`src/rtl/dds_word_loader_pkg.sv`:
```
// rtl/dds_word_loader_pkg.sv - shared command codes, frame length and FSM encoding
package dds_word_loader_pkg;

    localparam logic [7:0] CMD_FWORD   = 8'h01;
    localparam logic [7:0] CMD_PWORD   = 8'h02;
    localparam logic [7:0] CMD_COMMIT  = 8'h03;
    localparam logic [7:0] CMD_DEFAULT = 8'h04;

    localparam int         FRAME_BITS  = 40;
    localparam logic [5:0] FRAME_LEN   = 6'd40;

    typedef enum logic [1:0] {
        ST_IDLE     = 2'd0,
        ST_SHIFT    = 2'd1,
        ST_EXEC     = 2'd2,
        ST_WAIT_STB = 2'd3
    } state_t;

endpackage

```
`src/rtl/dds_sync_edge.sv`:
```
// rtl/dds_sync_edge.sv - multi-flop synchronizer with rise/fall pulse outputs
module dds_sync_edge #(
    parameter int   STAGES  = 2,
    parameter logic RST_VAL = 1'b0
) (
    input  logic clk,
    input  logic rst_n,
    input  logic i_d,
    output logic o_q,
    output logic o_rise,
    output logic o_fall
);

    // STAGES must be at least 2; the chain slice below relies on it.
    logic [STAGES-1:0] r_sync;
    logic              r_prev;

    // Synchronizer chain plus one delayed copy for edge detection
    always_ff @(posedge clk or negedge rst_n) begin
        if (!rst_n) begin
            r_sync <= {STAGES{RST_VAL}};
            r_prev <= RST_VAL;
        end else begin
            r_sync <= {r_sync[STAGES-2:0], i_d};
            r_prev <= r_sync[STAGES-1];
        end
    end

    assign o_q    = r_sync[STAGES-1];
    assign o_rise =  r_sync[STAGES-1] & ~r_prev;
    assign o_fall = ~r_sync[STAGES-1] &  r_prev;

endmodule

```
`src/rtl/dds_word_loader.sv`:
```
// rtl/dds_word_loader.sv - SPI frame receiver loading DDS frequency/phase words
module dds_word_loader
    import dds_word_loader_pkg::*;
#(
    parameter int          SYNC_STAGES = 2,
    parameter logic [31:0] FWORD_RST   = 32'd0,
    parameter logic [15:0] PWORD_RST   = 16'd0
) (
    input  logic        clk,
    input  logic        rst_n,
    input  logic        sclk,
    input  logic        cs_n,
    input  logic        mosi,
    input  logic        strobe,
    output logic [31:0] FWORD,
    output logic [15:0] PWORD,
    output logic        pending,
    output logic        frame_err
);

    logic                  w_sclk_q, w_sclk_rise, w_sclk_fall;
    logic                  w_cs_q, w_cs_rise, w_cs_fall;
    logic                  w_mosi_q, w_mosi_rise, w_mosi_fall;
    logic                  w_unused_sync;

    state_t                r_state, w_state_nxt;
    logic [5:0]            r_cnt;
    logic                  r_ovr;
    logic [FRAME_BITS-1:0] r_shift;
    logic [31:0]           r_fsh;
    logic [15:0]           r_psh;
    logic                  r_pending;
    logic                  r_frame_err;

    logic [7:0]            w_cmd;
    logic [31:0]           w_data;
    logic                  w_clr_cnt, w_shift, w_err, w_load_out, w_default;
    logic                  w_pending_nxt;
    logic [31:0]           w_fsh_nxt;
    logic [15:0]           w_psh_nxt;

    dds_sync_edge #(.STAGES(SYNC_STAGES), .RST_VAL(1'b0)) u_sync_sclk (
        .clk(clk), .rst_n(rst_n), .i_d(sclk),
        .o_q(w_sclk_q), .o_rise(w_sclk_rise), .o_fall(w_sclk_fall)
    );

    dds_sync_edge #(.STAGES(SYNC_STAGES), .RST_VAL(1'b1)) u_sync_cs (
        .clk(clk), .rst_n(rst_n), .i_d(cs_n),
        .o_q(w_cs_q), .o_rise(w_cs_rise), .o_fall(w_cs_fall)
    );

    dds_sync_edge #(.STAGES(SYNC_STAGES), .RST_VAL(1'b0)) u_sync_mosi (
        .clk(clk), .rst_n(rst_n), .i_d(mosi),
        .o_q(w_mosi_q), .o_rise(w_mosi_rise), .o_fall(w_mosi_fall)
    );

    assign w_unused_sync = ^{w_sclk_q, w_sclk_fall, w_cs_q, w_mosi_rise, w_mosi_fall};

    assign w_cmd  = r_shift[39:32];
    assign w_data = r_shift[31:0];

    // State register
    always_ff @(posedge clk or negedge rst_n) begin
        if (!rst_n) r_state <= ST_IDLE;
        else        r_state <= w_state_nxt;
    end

    // Command decode, strobe commit and next-state logic
    always_comb begin
        w_state_nxt   = r_state;
        w_clr_cnt     = 1'b0;
        w_shift       = 1'b0;
        w_err         = 1'b0;
        w_load_out    = 1'b0;
        w_default     = 1'b0;
        w_pending_nxt = r_pending;
        w_fsh_nxt     = r_fsh;
        w_psh_nxt     = r_psh;

        // A pending commit fires on strobe in any state, so a frame can run alongside it.
        if (r_pending && strobe) begin
            w_load_out    = 1'b1;
            w_pending_nxt = 1'b0;
        end

        if (r_state == ST_EXEC) begin
            case (w_cmd)
                CMD_FWORD:   w_fsh_nxt = w_data;
                CMD_PWORD:   w_psh_nxt = w_data[15:0];
                CMD_COMMIT: begin
                    if (w_data[0]) w_pending_nxt = 1'b1;
                    else           w_load_out    = 1'b1;
                end
                CMD_DEFAULT: begin
                    w_default     = 1'b1;
                    w_pending_nxt = 1'b0;
                    w_fsh_nxt     = FWORD_RST;
                    w_psh_nxt     = PWORD_RST;
                end
                default:     w_err = 1'b1;
            endcase
        end

        case (r_state)
            ST_IDLE, ST_WAIT_STB: begin
                if (w_cs_fall) begin
                    w_state_nxt = ST_SHIFT;
                    w_clr_cnt   = 1'b1;
                end else if (w_pending_nxt) begin
                    w_state_nxt = ST_WAIT_STB;
                end else begin
                    w_state_nxt = ST_IDLE;
                end
            end
            ST_SHIFT: begin
                if (w_cs_rise) begin
                    if (r_cnt == FRAME_LEN && !r_ovr) begin
                        w_state_nxt = ST_EXEC;
                    end else begin
                        w_err       = 1'b1;
                        w_state_nxt = w_pending_nxt ? ST_WAIT_STB : ST_IDLE;
                    end
                end else if (w_sclk_rise) begin
                    w_shift = 1'b1;
                end
            end
            ST_EXEC: w_state_nxt = w_pending_nxt ? ST_WAIT_STB : ST_IDLE;
            default: w_state_nxt = ST_IDLE;
        endcase
    end

    // Bit counter, overrun flag and shift register
    always_ff @(posedge clk or negedge rst_n) begin
        if (!rst_n) begin
            r_cnt   <= 6'd0;
            r_ovr   <= 1'b0;
            r_shift <= '0;
        end else if (w_clr_cnt) begin
            r_cnt <= 6'd0;
            r_ovr <= 1'b0;
        end else if (w_shift) begin
            r_shift <= {r_shift[FRAME_BITS-2:0], w_mosi_q};
            if (r_cnt == FRAME_LEN) r_ovr <= 1'b1;
            else                    r_cnt <= r_cnt + 6'd1;
        end
    end

    // Shadow registers, pending flag and error pulse
    always_ff @(posedge clk or negedge rst_n) begin
        if (!rst_n) begin
            r_fsh       <= FWORD_RST;
            r_psh       <= PWORD_RST;
            r_pending   <= 1'b0;
            r_frame_err <= 1'b0;
        end else begin
            r_fsh       <= w_fsh_nxt;
            r_psh       <= w_psh_nxt;
            r_pending   <= w_pending_nxt;
            r_frame_err <= w_err;
        end
    end

    // Output words always update together: from a commit or a default restore
    always_ff @(posedge clk or negedge rst_n) begin
        if (!rst_n) begin
            FWORD <= FWORD_RST;
            PWORD <= PWORD_RST;
        end else if (w_default) begin
            FWORD <= FWORD_RST;
            PWORD <= PWORD_RST;
        end else if (w_load_out) begin
            FWORD <= w_fsh_nxt;
            PWORD <= w_psh_nxt;
        end
    end

    assign pending   = r_pending;
    assign frame_err = r_frame_err;

endmodule

```
`config.mk`:
```
export PLATFORM = sky130hd
export DESIGN_NAME = dds_word_loader
export DESIGN_NICKNAME = d
export VERILOG_FILES = /design/src/rtl/dds_word_loader_pkg.sv /design/src/rtl/dds_sync_edge.sv /design/src/rtl/dds_word_loader.sv
export SDC_FILE = /design/constraint.sdc
export NUM_CORES = 1
export LEC_CHECK = 0
export ABC_AREA = 1
export ABC_CLOCK_PERIOD_IN_PS = 2300
export CAP_MARGIN = 10
export CORE_MARGIN = 4
export CORE_UTILIZATION = 57
export CTS_CLUSTER_DIAMETER = 50
export CTS_CLUSTER_SIZE = 10
export DETAILED_ROUTE_END_ITERATION = 8
export PLACE_DENSITY_LB_ADDON = 0.05
export SYNTH_ARGS = -nofsm -noshare
export SYNTH_HDL_FRONTEND = slang
export SYNTH_HIERARCHICAL = 1
export SYNTH_SLANG_ARGS = --single-unit
```
`constraint.sdc`:
```
create_clock -name clk -period 2.3 [get_ports clk]
set_input_delay 0.46 -clock clk [delete_from_list [all_inputs] [get_ports clk]]
set_output_delay 0.46 -clock clk [all_outputs]
set_load 0.1 [all_outputs]
```
==> metrics.txt <==
VDD IR max 0.5542 mV; Reg2Reg Capture Point r_shift[26]; Pre-antenna DRT Iters 4; most frequent cells in the layout 267 x nand2_1, 152 x dfrtp_1, 62 x nand3_1; Critical Path AT 2.42 ns; largest net degree at the start of global routing 53; Syn Inst Count 641; Routed Antenna Nets 0; antenna cell count 0; total setup buffers inserted after CTS 0; routed len/inst 14.57 µm; # port buffers 55; CP Capture Type flip-flop; Die W 112.7 µm; Synth warnings 6; Worst R2R Path Depth 7; vias per cell 5.106; Cell Area, Synth 6245 µm²; Num CTS Buffers 17; Power per Cell Area 793.5 nW/µm²; total gr overflow 0; Top Layer Used met4; commonest non-fill, non-tap cell in the layout nand2_1; WS Path Type flip-flop to flip-flop; Lkg Pwr 0.004111 µW; hold endpoint u_sync_cs/r_sync[0]; met2 wire length 5.850 mm; Die Area 12690 µm²; CTS tree built; Worst Path Max Fanout 46; M1 WL 5.848 mm; Worst Max-Slew Pin Slew 0.5624 ns; Layout Nets 709; Fin. Hold Viols 0; vias in the first global route 4449; GRT Overall Usage 20.74%; met3 wire length 525 µm; Period minus WS final 2.017 ns; Final Worst Setup Slack 0.2826 ns; initial DRC count 269; Required @ worst endpoint 2.71 ns; reg2reg setup slack 0.28 ns; clk root buf clkbuf_8; Max Root-Sink Buffers 2; FP Rows 37; pre-CTS setup slack 0.3149 ns; number of I/O pins 56; Pins Over Slew Limit 0; Net Count, Synth 651; Hold Startpoint cs_n; aggregate negative setup slack 0 ns; skew final 0.006538 ns; layout cell share with drive strength beyond 1 18.68%; reg-to-reg startpoint u_sync_cs/r_sync[1]; CTS clk-pin slew, worst paths 0.06 ns; Core ar. 10510 µm²; vias 4330; die height 112.7 µm; path type of the worst min-delay path primary input to flip-flop; WHS Path Cells 1; DRC viols 0; Placer Congestion 0.8081; total clock sinks 155; Final period util 87.71%; hpwl dp 7.941 mm; setup violators final 0; clock latency on the worst-skew pair 0.53 ns; highest clock rate 495.7 MHz; relative slew slack 62.47%; Area growth, synth to finish 18.09%; Hold WS 0.3451 ns; CP Launch Type flip-flop; Initial Utilization 59.42%; maxcap violations 0; first-pass GRT wire length 21.36 mm; RSZ-0062 raised after global routing no; Post-Route WL 12.36 mm; H-tree depth 4; syn avg cell area 9.742 µm²; initial antenna violation count 0; status finished, final reports clean
-- critical path, cell delays in order, from the launching register on --
cell and delay (ns):
dfstp_2 0.54, inv_1 0.04, nor2_1 0.20, nor2_4 0.08
nand2_1 0.12, inv_2 0.08, nand2_4 0.42, mux2_2 0.40
-- sequential cells by signal, indices dropped and copies added (netlist names), 2 cells and up --
register	count
u_sync_mosi/r_sync	2
r_state	2
r_cnt	6
u_sync_cs/r_sync	2
r_fsh	32
r_psh	16
u_sync_sclk/r_sync	2
PWORD	16
r_shift	40
FWORD	32
-- cell type report --
class | instances | area [µm²]
Clock buffer | 25 | 474.2
Tap cell | 136 | 170.2
Sequential cell | 155 | 3882
Clock inverter | 7 | 65.06
Fill cell | 784 | 3134
Inverter | 29 | 108.9
Multi-Input combinational cell | 426 | 2082
Timing Repair Buffer | 70 | 591.8
-- worst max path at each step --
stage	startpoint	end	slack [ns]	cells past startpoint
after global placement	u_sync_cs/r_sync[1]	r_shift[19]	0.38	7
after floorplan	pending	FWORD[11]	0.56	7
after CTS	u_sync_cs/r_sync[1]	r_shift[22]	0.30	7
final	u_sync_cs/r_sync[1]	r_shift[26]	0.28	7
after global routing	u_sync_cs/r_sync[1]	r_shift[22]	0.18	7
after detailed placement	u_sync_cs/r_sync[1]	r_shift[31]	0.31	7
-- power by group --
| group | switching, µW | internal (µW) | total [µW] | leakage, µW |
|---|---|---|---|---|
| registers | 58.1 | 2820 | 2870 | 0.00213 |
| logic | 294 | 158 | 452 | 0.00171 |
| clock network | 1010 | 1510 | 2530 | 0.000262 |
| total | 1370 | 4490 | 5850 | 0.00411 |
-- per-stage QoR --
step                utilization [%]  cells  cell area [µm²]  total power (µW)
floorplan                         -    641             6245              3210
global placement              64.95    815             6825              3355
detailed placement            64.95    815             6825              3371
CTS                           70.18    848             7375              5916
global route                  70.18    848             7375              6117
finish                        70.18    848             7375              5852
-- routing by layer --
metal | GRT usage (%) | up-vias
met5 | 0 | -
met4 | 7.051 | 0
met3 | 3.989 | 10
met2 | 33.41 | 81
met1 | 28.47 | 2085
li1 | - | 2154
-- timing repair --
item / CTS / global route
hold buffers: 1 / 0
endpoints found under the setup margin: 0 / 0
gates resized for setup: 0 / 0
endpoints found under the hold margin: 43 / 0
Power figures use the tool's default switching activity.
